File: config.mk
export PLATFORM = sky130hd
export DESIGN_NAME = calc_seq_ctrl
export DESIGN_NICKNAME = d
export VERILOG_FILES = /design/src/rtl/calc_seq_ctrl.sv
export SDC_FILE = /design/constraint.sdc
export NUM_CORES = 1
export LEC_CHECK = 0
export ABC_AREA = 1
export BUFFER_PORTS_ARGS = -buffer_cell sky130_fd_sc_hd__buf_2
export CELL_PAD_IN_SITES_DETAIL_PLACEMENT = 0
export CELL_PAD_IN_SITES_GLOBAL_PLACEMENT = 1
export CORE_MARGIN = 2
export CORE_UTILIZATION = 40
export DETAILED_ROUTE_END_ITERATION = 7
export GPL_ROUTABILITY_DRIVEN = 0
export PLACE_DENSITY = 0.81
export SYNTH_ARGS = -nofsm -noshare
export SYNTH_HDL_FRONTEND = slang
export SYNTH_SLANG_ARGS = --single-unit
File: constraint.sdc
create_clock -name clk -period 13.25 [get_ports clk]
set_input_delay 1.325 -clock clk [delete_from_list [all_inputs] [get_ports clk]]
set_output_delay 1.325 -clock clk [all_outputs]
set_load 0.01 [all_outputs]
File: src/rtl/calc_seq_ctrl.sv
// Sequencing controller for the 4-digit BCD add/subtract calculator ALU.
// Builds operands from keypad codes, launches the ALU, captures the result and drives the display.

module bcd_digit_carry (
    input  logic [3:0] a,
    input  logic [3:0] b,
    input  logic       cin,
    output logic       cout
);
    logic [4:0] raw;

    assign raw  = {1'b0, a} + {1'b0, b} + {4'b0, cin};
    assign cout = (raw > 5'd9);
endmodule

module calc_seq_ctrl #(
    parameter int ALU_LAT = 2
) (
    input  logic        clk,
    input  logic        clear_n,
    input  logic        key_valid,
    input  logic [3:0]  key_code,
    output logic [15:0] alu_bcd_a,
    output logic [15:0] alu_bcd_b,
    output logic [3:0]  alu_op,
    output logic        alu_clear,
    input  logic [15:0] alu_result,
    input  logic        alu_neg,
    output logic [15:0] disp_bcd,
    output logic        disp_neg,
    output logic        err,
    output logic        busy,
    output logic        done
);
    localparam int NUM_DIGITS = 4;
    localparam int CW = (ALU_LAT < 1) ? 1 : $clog2(ALU_LAT + 1);

    localparam logic [3:0] OP_IDLE = 4'b0000;
    localparam logic [3:0] OP_ADD  = 4'b0001;
    localparam logic [3:0] OP_SUB  = 4'b0010;

    typedef enum logic [2:0] {
        ENTER_A,
        ENTER_B,
        WAIT_ALU,
        SHOW_RES,
        ERROR
    } state_t;

    state_t state, state_n;

    logic          key_vld_q;
    logic [3:0]    key_code_q;
    logic [15:0]   a, a_n, b, b_n, res, res_n;
    logic [2:0]    a_cnt, a_cnt_n, b_cnt, b_cnt_n;
    logic          op_sub, op_sub_n;
    logic          res_neg, res_neg_n;
    logic [CW-1:0] wait_cnt, wait_cnt_n;

    logic [3:0]    alu_op_n;
    logic [15:0]   disp_bcd_n;
    logic          disp_neg_n, err_n, done_n;

    logic is_digit, is_op, is_eq, is_clr;

    assign is_digit = key_vld_q && (key_code_q <= 4'h9);
    assign is_op    = key_vld_q && ((key_code_q == 4'hA) || (key_code_q == 4'hB));
    assign is_eq    = key_vld_q && (key_code_q == 4'hC);
    assign is_clr   = key_vld_q && (key_code_q == 4'hE);

    assign alu_bcd_a = a;
    assign alu_bcd_b = b;

    // Decimal carry chain over A+B; the ALU's own result is not trusted for overflow.
    logic [NUM_DIGITS:0] carry;
    logic                add_ovf;

    assign carry[0] = 1'b0;
    assign add_ovf  = carry[NUM_DIGITS];

    for (genvar g = 0; g < NUM_DIGITS; g++) begin : g_dig
        bcd_digit_carry u_dig (
            .a    (a[4*g +: 4]),
            .b    (b[4*g +: 4]),
            .cin  (carry[g]),
            .cout (carry[g+1])
        );
    end

    always_comb begin
        state_n    = state;
        a_n        = a;
        b_n        = b;
        a_cnt_n    = a_cnt;
        b_cnt_n    = b_cnt;
        op_sub_n   = op_sub;
        res_n      = res;
        res_neg_n  = res_neg;
        wait_cnt_n = wait_cnt;

        if (is_clr) begin
            state_n   = ENTER_A;
            a_n       = '0;
            b_n       = '0;
            a_cnt_n   = '0;
            b_cnt_n   = '0;
            op_sub_n  = 1'b0;
            res_n     = '0;
            res_neg_n = 1'b0;
        end else begin
            case (state)
                ENTER_A: begin
                    if (is_digit && a_cnt != 3'd4) begin
                        a_n     = {a[11:0], key_code_q};
                        a_cnt_n = a_cnt + 3'd1;
                    end else if (is_op) begin
                        op_sub_n = (key_code_q == 4'hB);
                        b_n      = '0;
                        b_cnt_n  = '0;
                        state_n  = ENTER_B;
                    end
                end
                ENTER_B: begin
                    if (is_digit && b_cnt != 3'd4) begin
                        b_n     = {b[11:0], key_code_q};
                        b_cnt_n = b_cnt + 3'd1;
                    end else if (is_op && b_cnt == 3'd0) begin
                        op_sub_n = (key_code_q == 4'hB);
                    end else if (is_eq) begin
                        wait_cnt_n = '0;
                        state_n    = WAIT_ALU;
                    end
                end
                WAIT_ALU: begin
                    if (wait_cnt == CW'(ALU_LAT)) begin
                        res_n     = alu_result;
                        res_neg_n = alu_neg;
                        state_n   = (!op_sub && add_ovf) ? ERROR : SHOW_RES;
                    end else begin
                        wait_cnt_n = wait_cnt + CW'(1);
                    end
                end
                SHOW_RES: begin
                    if (is_digit) begin
                        a_n     = {12'h000, key_code_q};
                        a_cnt_n = 3'd1;
                        b_n     = '0;
                        b_cnt_n = '0;
                        state_n = ENTER_A;
                    end else if (is_op && !res_neg) begin
                        // Chain: the previous result becomes a full-width operand A.
                        a_n      = res;
                        a_cnt_n  = 3'd4;
                        op_sub_n = (key_code_q == 4'hB);
                        b_n      = '0;
                        b_cnt_n  = '0;
                        state_n  = ENTER_B;
                    end
                end
                ERROR: begin
                    if (is_digit) begin
                        a_n       = {12'h000, key_code_q};
                        a_cnt_n   = 3'd1;
                        b_n       = '0;
                        b_cnt_n   = '0;
                        op_sub_n  = 1'b0;
                        res_n     = '0;
                        res_neg_n = 1'b0;
                        state_n   = ENTER_A;
                    end
                end
                default: state_n = ENTER_A;
            endcase
        end
    end

    // Output decode of the upcoming state so every output is a flop.
    always_comb begin
        alu_op_n   = (state_n == WAIT_ALU) ? (op_sub_n ? OP_SUB : OP_ADD) : OP_IDLE;
        disp_bcd_n = '0;
        disp_neg_n = 1'b0;
        err_n      = 1'b0;
        done_n     = (state == WAIT_ALU) && ((state_n == SHOW_RES) || (state_n == ERROR));
        case (state_n)
            ENTER_A:           disp_bcd_n = a_n;
            ENTER_B, WAIT_ALU: disp_bcd_n = (b_cnt_n != 3'd0) ? b_n : a_n;
            SHOW_RES: begin
                disp_bcd_n = res_n;
                disp_neg_n = res_neg_n;
            end
            ERROR:             err_n = 1'b1;
            default:           disp_bcd_n = '0;
        endcase
    end

    always_ff @(posedge clk) begin
        if (!clear_n) begin
            key_vld_q  <= 1'b0;
            key_code_q <= '0;
            state      <= ENTER_A;
            a          <= '0;
            b          <= '0;
            a_cnt      <= '0;
            b_cnt      <= '0;
            op_sub     <= 1'b0;
            res        <= '0;
            res_neg    <= 1'b0;
            wait_cnt   <= '0;
            alu_op     <= OP_IDLE;
            alu_clear  <= 1'b1;
            disp_bcd   <= '0;
            disp_neg   <= 1'b0;
            err        <= 1'b0;
            busy       <= 1'b0;
            done       <= 1'b0;
        end else begin
            key_vld_q  <= key_valid;
            key_code_q <= key_code;
            state      <= state_n;
            a          <= a_n;
            b          <= b_n;
            a_cnt      <= a_cnt_n;
            b_cnt      <= b_cnt_n;
            op_sub     <= op_sub_n;
            res        <= res_n;
            res_neg    <= res_neg_n;
            wait_cnt   <= wait_cnt_n;
            alu_op     <= alu_op_n;
            alu_clear  <= (state_n != WAIT_ALU);
            disp_bcd   <= disp_bcd_n;
            disp_neg   <= disp_neg_n;
            err        <= err_n;
            busy       <= (state_n == WAIT_ALU);
            done       <= done_n;
        end
    end
endmodule

Yosys cells after proc, flatten, opt, wreduce, memory -nomap -nowiden. Cells that the tools add are included. Widths: inputs -> output; s select.

Add/subtract/negate cells: 10. $lt $le $gt $ge: 5. Eq/ne operators: 23. Mux-type cells: 65. Bitwise logic cells: 2. Reductions and logical operators: 26.

Operators with widths (count): $mux 16 (16); $pmux 16 s3 (2); $mux 3 (22); $pmux 16 s4 (1); $pmux 16 s2 (1); $add 4x4->5 (4); $gt 5x4->1 const B (4); $eq 4x4->1 const B (4); $add 5x1->5 (3); $pmux 3 s5 (1); $eq 3x2->1 const B (4); $mux 1 (12); $ne 2x2->1 const B (6); $pmux 3 s4 (1); $logic_and 1x1->1 (10); $mux 2 (5); $logic_not 3->1 (3); $ne 3x3->1 const B (3); $pmux 3 s3 (1); $add 3x1->3 const B (2); $eq 3x1->1 const B (2); $eq 3x3->1 const B (2); $reduce_and 6->1 (1); $reduce_bool 3->1 (2); other kinds (14) (19).

Register bits after elaboration: 91. Output and inout port bits: 57.

Longest topological paths before layout.
Word-level depth: 16. Depth in mapped cells: 44. Mapped depth without buffers: 43.

Modules after synthesis. From an unflattened synthesis, not the netlist that was laid out.

Cells, all modules: 882. Area total of the unflattened synthesis: 5654.2 sq um.

By module, submodules not included: calc_seq_ctrl (instances 1, cells each 766, area each 4913.5 sq um, sequential area each 1781.7 sq um); bcd_digit_carry (instances 4, cells each 29, area each 185.2 sq um, sequential area each 0.0 sq um).

Least setup slack after synthesis. Ideal clock, no wire load.

Path kind: reg2reg. Start: register b[0] (netlist: alu_bcd_b[0]). End: register disp_bcd[10]. Library setup time: 0.127 ns. Arrival time: 5.651 ns. Slack: 7.472 ns. Stages on the path, launching flop included: 38. Buffers on the path: 2. Period minus slack after synthesis: 5.778 ns. Cells stage by stage: dfxtp_1 -> ha_1 -> inv_1 -> fa_1 -> or2_2 -> nand2_1 -> a21oi_1 -> o21ai_0 -> inv_1 -> fa_1 -> inv_1 -> fa_1 -> nor2_1 -> o211a_1 -> fa_1 -> inv_1 -> fa_1 -> nand2_1 -> (+2 left out) -> nor2_1 -> o211a_1 -> fa_1 -> inv_1 -> fa_1 -> o21bai_1 -> nand3_1 -> nand2_1 -> nand3_1 -> nand2_1 -> nand2_1 -> nand2_2 -> buf_2 -> buf_2 -> nand4_1 -> nand2_1 -> nor2_2 -> nor2_2.

Cells in the longest elaborated chain, start to end: 16.

RTL lines: start: declaration (line 54) `logic [15:0] a, a_n, b, b_n, res, res_n;`; start signal: assignment (line 221) `b <= b_n;`; $add 4x4->5 * (line 12) `assign raw = {1'b0, a} + {1'b0, b} + {4'b0, cin};`; $gt 5x4->1 * (line 13) `assign cout = (raw > 5'd9);`; $add 5x1->5 * (line 12); $gt 5x4->1 * (line 13); $add 5x1->5 * (line 12); $gt 5x4->1 * (line 13); $add 5x1->5 * (line 12); $gt 5x4->1 * (line 13); $logic_and 1x1->1 * (line 138) `state_n = (!op_sub && add_ovf) ? ERROR : SHOW_RES;`; $mux 3 * (line 138); $mux 3 * (line 135) `if (wait_cnt == CW'(ALU_LAT)) begin`; $pmux 3 s5 * (line 111) `case (state)`; $mux 3 * (line 101) `if (is_clr) begin`; $eq 3x2->1 / $eq 3x1->1 (equally long branches) (line 184) `case (state_n)`; $reduce_or 2->1 (line 184); $pmux 16 s3 * (line 184); end signal: assignment (line 230) `disp_bcd <= disp_bcd_n;`; end: declaration (line 29) `output logic [15:0] disp_bcd,`.

Every way passes the cells marked *; elsewhere a longest branch is shown, timed or not. A chain may end at the register's enable or synchronous reset.

Worst setup path in the final report.
Start: register a[1] (netlist: alu_bcd_a[1]). End: register disp_bcd[14].

Cells in the longest elaborated chain, start to end: 16.

RTL lines: start: declaration (line 54); start signal: assignment (line 220) `a <= a_n;`; $add 4x4->5 * (line 12); $gt 5x4->1 * (line 13); $add 5x1->5 * (line 12); $gt 5x4->1 * (line 13); $add 5x1->5 * (line 12); $gt 5x4->1 * (line 13); $add 5x1->5 * (line 12); $gt 5x4->1 * (line 13); $logic_and 1x1->1 * (line 138); $mux 3 * (line 138); $mux 3 * (line 135); $pmux 3 s5 * (line 111); $mux 3 * (line 101); $eq 3x2->1 / $eq 3x1->1 (equally long branches) (line 184); $reduce_or 2->1 (line 184); $pmux 16 s3 * (line 184).

Marked as above.

==> impl_metrics.tcl <==
set metrics [dict create \
    yosysWarnings 0 \
    yosysMostFrequentCell "nand2_1" \
    io_buffers 78 \
    final_layout_size_suffix_gt1_share_pct 13.1 \
    gr-total-overflow 0 \
    critPathKind "reg2reg" \
    wl_per_cell_um 15.4 \
    cts_hold_buf 0 \
    synth-edff-count 0 \
    first_pass_iters 5 \
    startpoint_type "flip-flop" \
    setup_slack_ns 6.53 \
    peakVddDrop_uv 55.1 \
    fin_cells 1211 \
    crit_path_max_fanout 20 \
    finalSetupViolCount 0 \
    ys_types 38 \
    hpwlAfterDp_um 13800 \
    crit_family "adder cells" \
    placedCellCount 1195 \
    numCtsBuffers 9 \
    area_growth_pct 12.6 \
    crit_arrival_ns 6.96 \
    clock_sinks 89 \
    initial_core_util_pct 40.6 \
    htreeDepth 3 \
    drtAntennaViolNets 0 \
    core_area_sq_um 14400 \
    io-pin-count 81 \
    fin_crit_ns 6.72 \
    holdWs_ns 0.502 \
    worst_setup_path_end_kind "flip-flop" \
    post-cts-setup-buffers 0 \
    utilization_pct 45.7 \
    rsz0062_at_grt "no" \
    grt_start_max_net_pins 42 \
    vias 6010 \
    clock_latency_ns 0.36 \
    grt_pass1_vias 5506 \
    die_height_um 125 \
    groute.usage.overall_pct 24.3 \
    relSlewSlack_pct 30.8 \
    synth_flop_cell "dfxtp_1" \
    dieArea_sq_um 15600 \
    power_uw 566 \
    die_w_um 125 \
    status "complete, no violations" \
    routed_wirelength_um 18600 \
    p_leak_nw 3.43 \
    placed_cell_area_sq_um 6310 \
    min_path_type "reg2reg" \
    final_cell_area_sq_um 6600 \
    finClkSkew_ns 0.00895 \
    maxCapViolCount 0 \
    worst_pin_slew_ns 1.03 \
    cp_common_cell "nand2_1" \
    fin_setup_tns_ns 0 \
    cp_slowest_cell "dfxtp_1" \
    hold_viol_final 0 \
    grt_pass1_wl_um 30200 \
    required_ns 13.48 \
    critical_path.max_stage_delay_ns 0.48 \
    nNetsFinal 1071 \
    async_flop_share_pct 0 \
    period_share_pct 50.7 \
    ys_seq_area_share_pct 30.4 \
    root_buffer "clkbuf_16" \
    ys_ff_latch 89 \
    clk_pin_slew_ns 0.07 \
    timing.fmax_mhz 149 \
    critPathBufInv 7 \
    synth_common_cells "271 x nand2_1, 178 x nor2_1, 130 x inv_1, 89 x dfxtp_1" \
    n_antenna_cell 0 \
    final_max_slew_viol_count 0 \
    antenna_found_initial 0 \
    p_per_area_nw_per_um2 85.8 \
    cts_buffer_depth 2 \
    syn_inst 966 \
    avgSynthCellArea_sq_um 6.07 \
    yosys.area.top_type "dfxtp_1" \
    synth.area.top_cells "dfxtp_1 30%, nand2_1 17%, nor2_1 11%, inv_1 8.3%, a21oi_1 4.3%" \
    post_cts_resized 0 \
    drc 0 \
    num_rows 44 \
    synth.top_cell.area_share_pct 30.4 \
    syn_area_sq_um 5860 \
    drt-initial-drc-count 380 \
    cts_tree "built" \
    post-place-ws_ns 6.56 \
    via_per_inst 4.96 \
]
placed cells by master, fill, tap and decap left out:
| master | synthesis | routed |
|---|---|---|
| o211a_1 | 2 | 2 |
| a211oi_1 | 1 | 1 |
| ha_1 | 18 | 18 |
| nand3_1 | 50 | 50 |
| clkbuf_8 | 0 | 2 |
| inv_2 | 8 | 8 |
| clkinv_2 | 0 | 1 |
| nand2_2 | 10 | 10 |
| nor4_1 | 1 | 1 |
| buf_2 | 8 | 78 |
| nand2_4 | 1 | 1 |
| buf_4 | 6 | 3 |
| clkinvlp_4 | 0 | 3 |
| o211ai_1 | 1 | 1 |
| a21oi_1 | 50 | 50 |
| inv_1 | 130 | 130 |
| clkinv_1 | 1 | 1 |
| xor2_1 | 1 | 1 |
| a31oi_1 | 2 | 2 |
| nor2_1 | 178 | 178 |
| nand2_1 | 271 | 271 |
| clkbuf_16 | 0 | 9 |
| or2_2 | 1 | 1 |
| nand3_4 | 1 | 1 |
| fa_1 | 7 | 7 |
| nor2_2 | 11 | 11 |
| nor2_4 | 3 | 3 |
| a21boi_0 | 1 | 1 |
| nand3_2 | 1 | 1 |
| nor3_4 | 1 | 1 |
| conb_1 | 1 | 2 |
| clkbuf_1 | 14 | 1 |
| o21bai_1 | 2 | 2 |
| nand4_1 | 20 | 20 |
| nor2_8 | 2 | 2 |
| dfxtp_1 | 89 | 89 |
| nor3_1 | 18 | 18 |
| xnor2_1 | 3 | 3 |
| o22ai_1 | 1 | 1 |
| o21ai_0 | 42 | 42 |
final timing paths:
path,startpoint,endpoint,slack [ns],depth (start not counted)
worst max register to register,alu_bcd_a[1],disp_bcd[14],6.53,36
worst min-delay path,a_cnt[1],a_cnt[1],0.50,2
worst min register to register,a_cnt[1],a_cnt[1],0.50,2
worst max-delay path,alu_bcd_a[1],disp_bcd[14],6.53,36
state kept, by name (all words and copies together), names as in the netlist:
name / count
a_cnt: 3
alu_bcd_a: 16
alu_bcd_b: 16
alu_clear: 1
alu_op: 2
b_cnt: 3
busy: 1
disp_bcd: 16
disp_neg: 1
done: 1
err: 1
key_code_q: 4
key_vld_q: 1
op_sub: 1
res: 16
res_neg: 1
state: 3
wait_cnt: 2
where the power goes:
part / internal [mW] / switching (mW) / total (mW)
registers: 0.271 / 0.00405 / 0.275
clock network: 0.137 / 0.115 / 0.252
logic: 0.0121 / 0.0273 / 0.0394
metal layers:
metal,part of all wire (%),up-vias,wire length (um),track usage (%)
met4,1.8,0,329,8.24
li1,-,3088,-,-
met3,6.3,19,1170,3.08
met1,49,2695,9180,36.3
met2,43,208,7930,35.9
met5,0,-,0,0
worst min-delay path, cell delays in order (launching register included):
cell and delay, ns:
dfxtp_1 0.31, inv_1 0.08, a211oi_1 0.07
layout make-up:
class / instances / area [sq um]
well taps: 184 / 230
clock inverters: 4 / 27.5
inverters: 139 / 522
repair buffers: 81 / 413
flip-flops and latches: 89 / 1780
multi-input cells: 702 / 3370
fillers: 1631 / 7830
clock buffers: 12 / 256
logic make-up (layout without fill, tap and decap cells):
logic type	after synthesis	in the layout	synth area share, %
AND/OR/NAND/NOR	569	569	41.3
buffers and inverters	176	236	12.2
AO/OA/AOI/OAI	102	102	9.16
flip-flops	89	89	30.4
adder cells (fa/ha/maj)	25	25	6.23
XOR/XNOR	4	4	0.598
other	1	2	0.0640
Power figures use the tool's default switching activity.
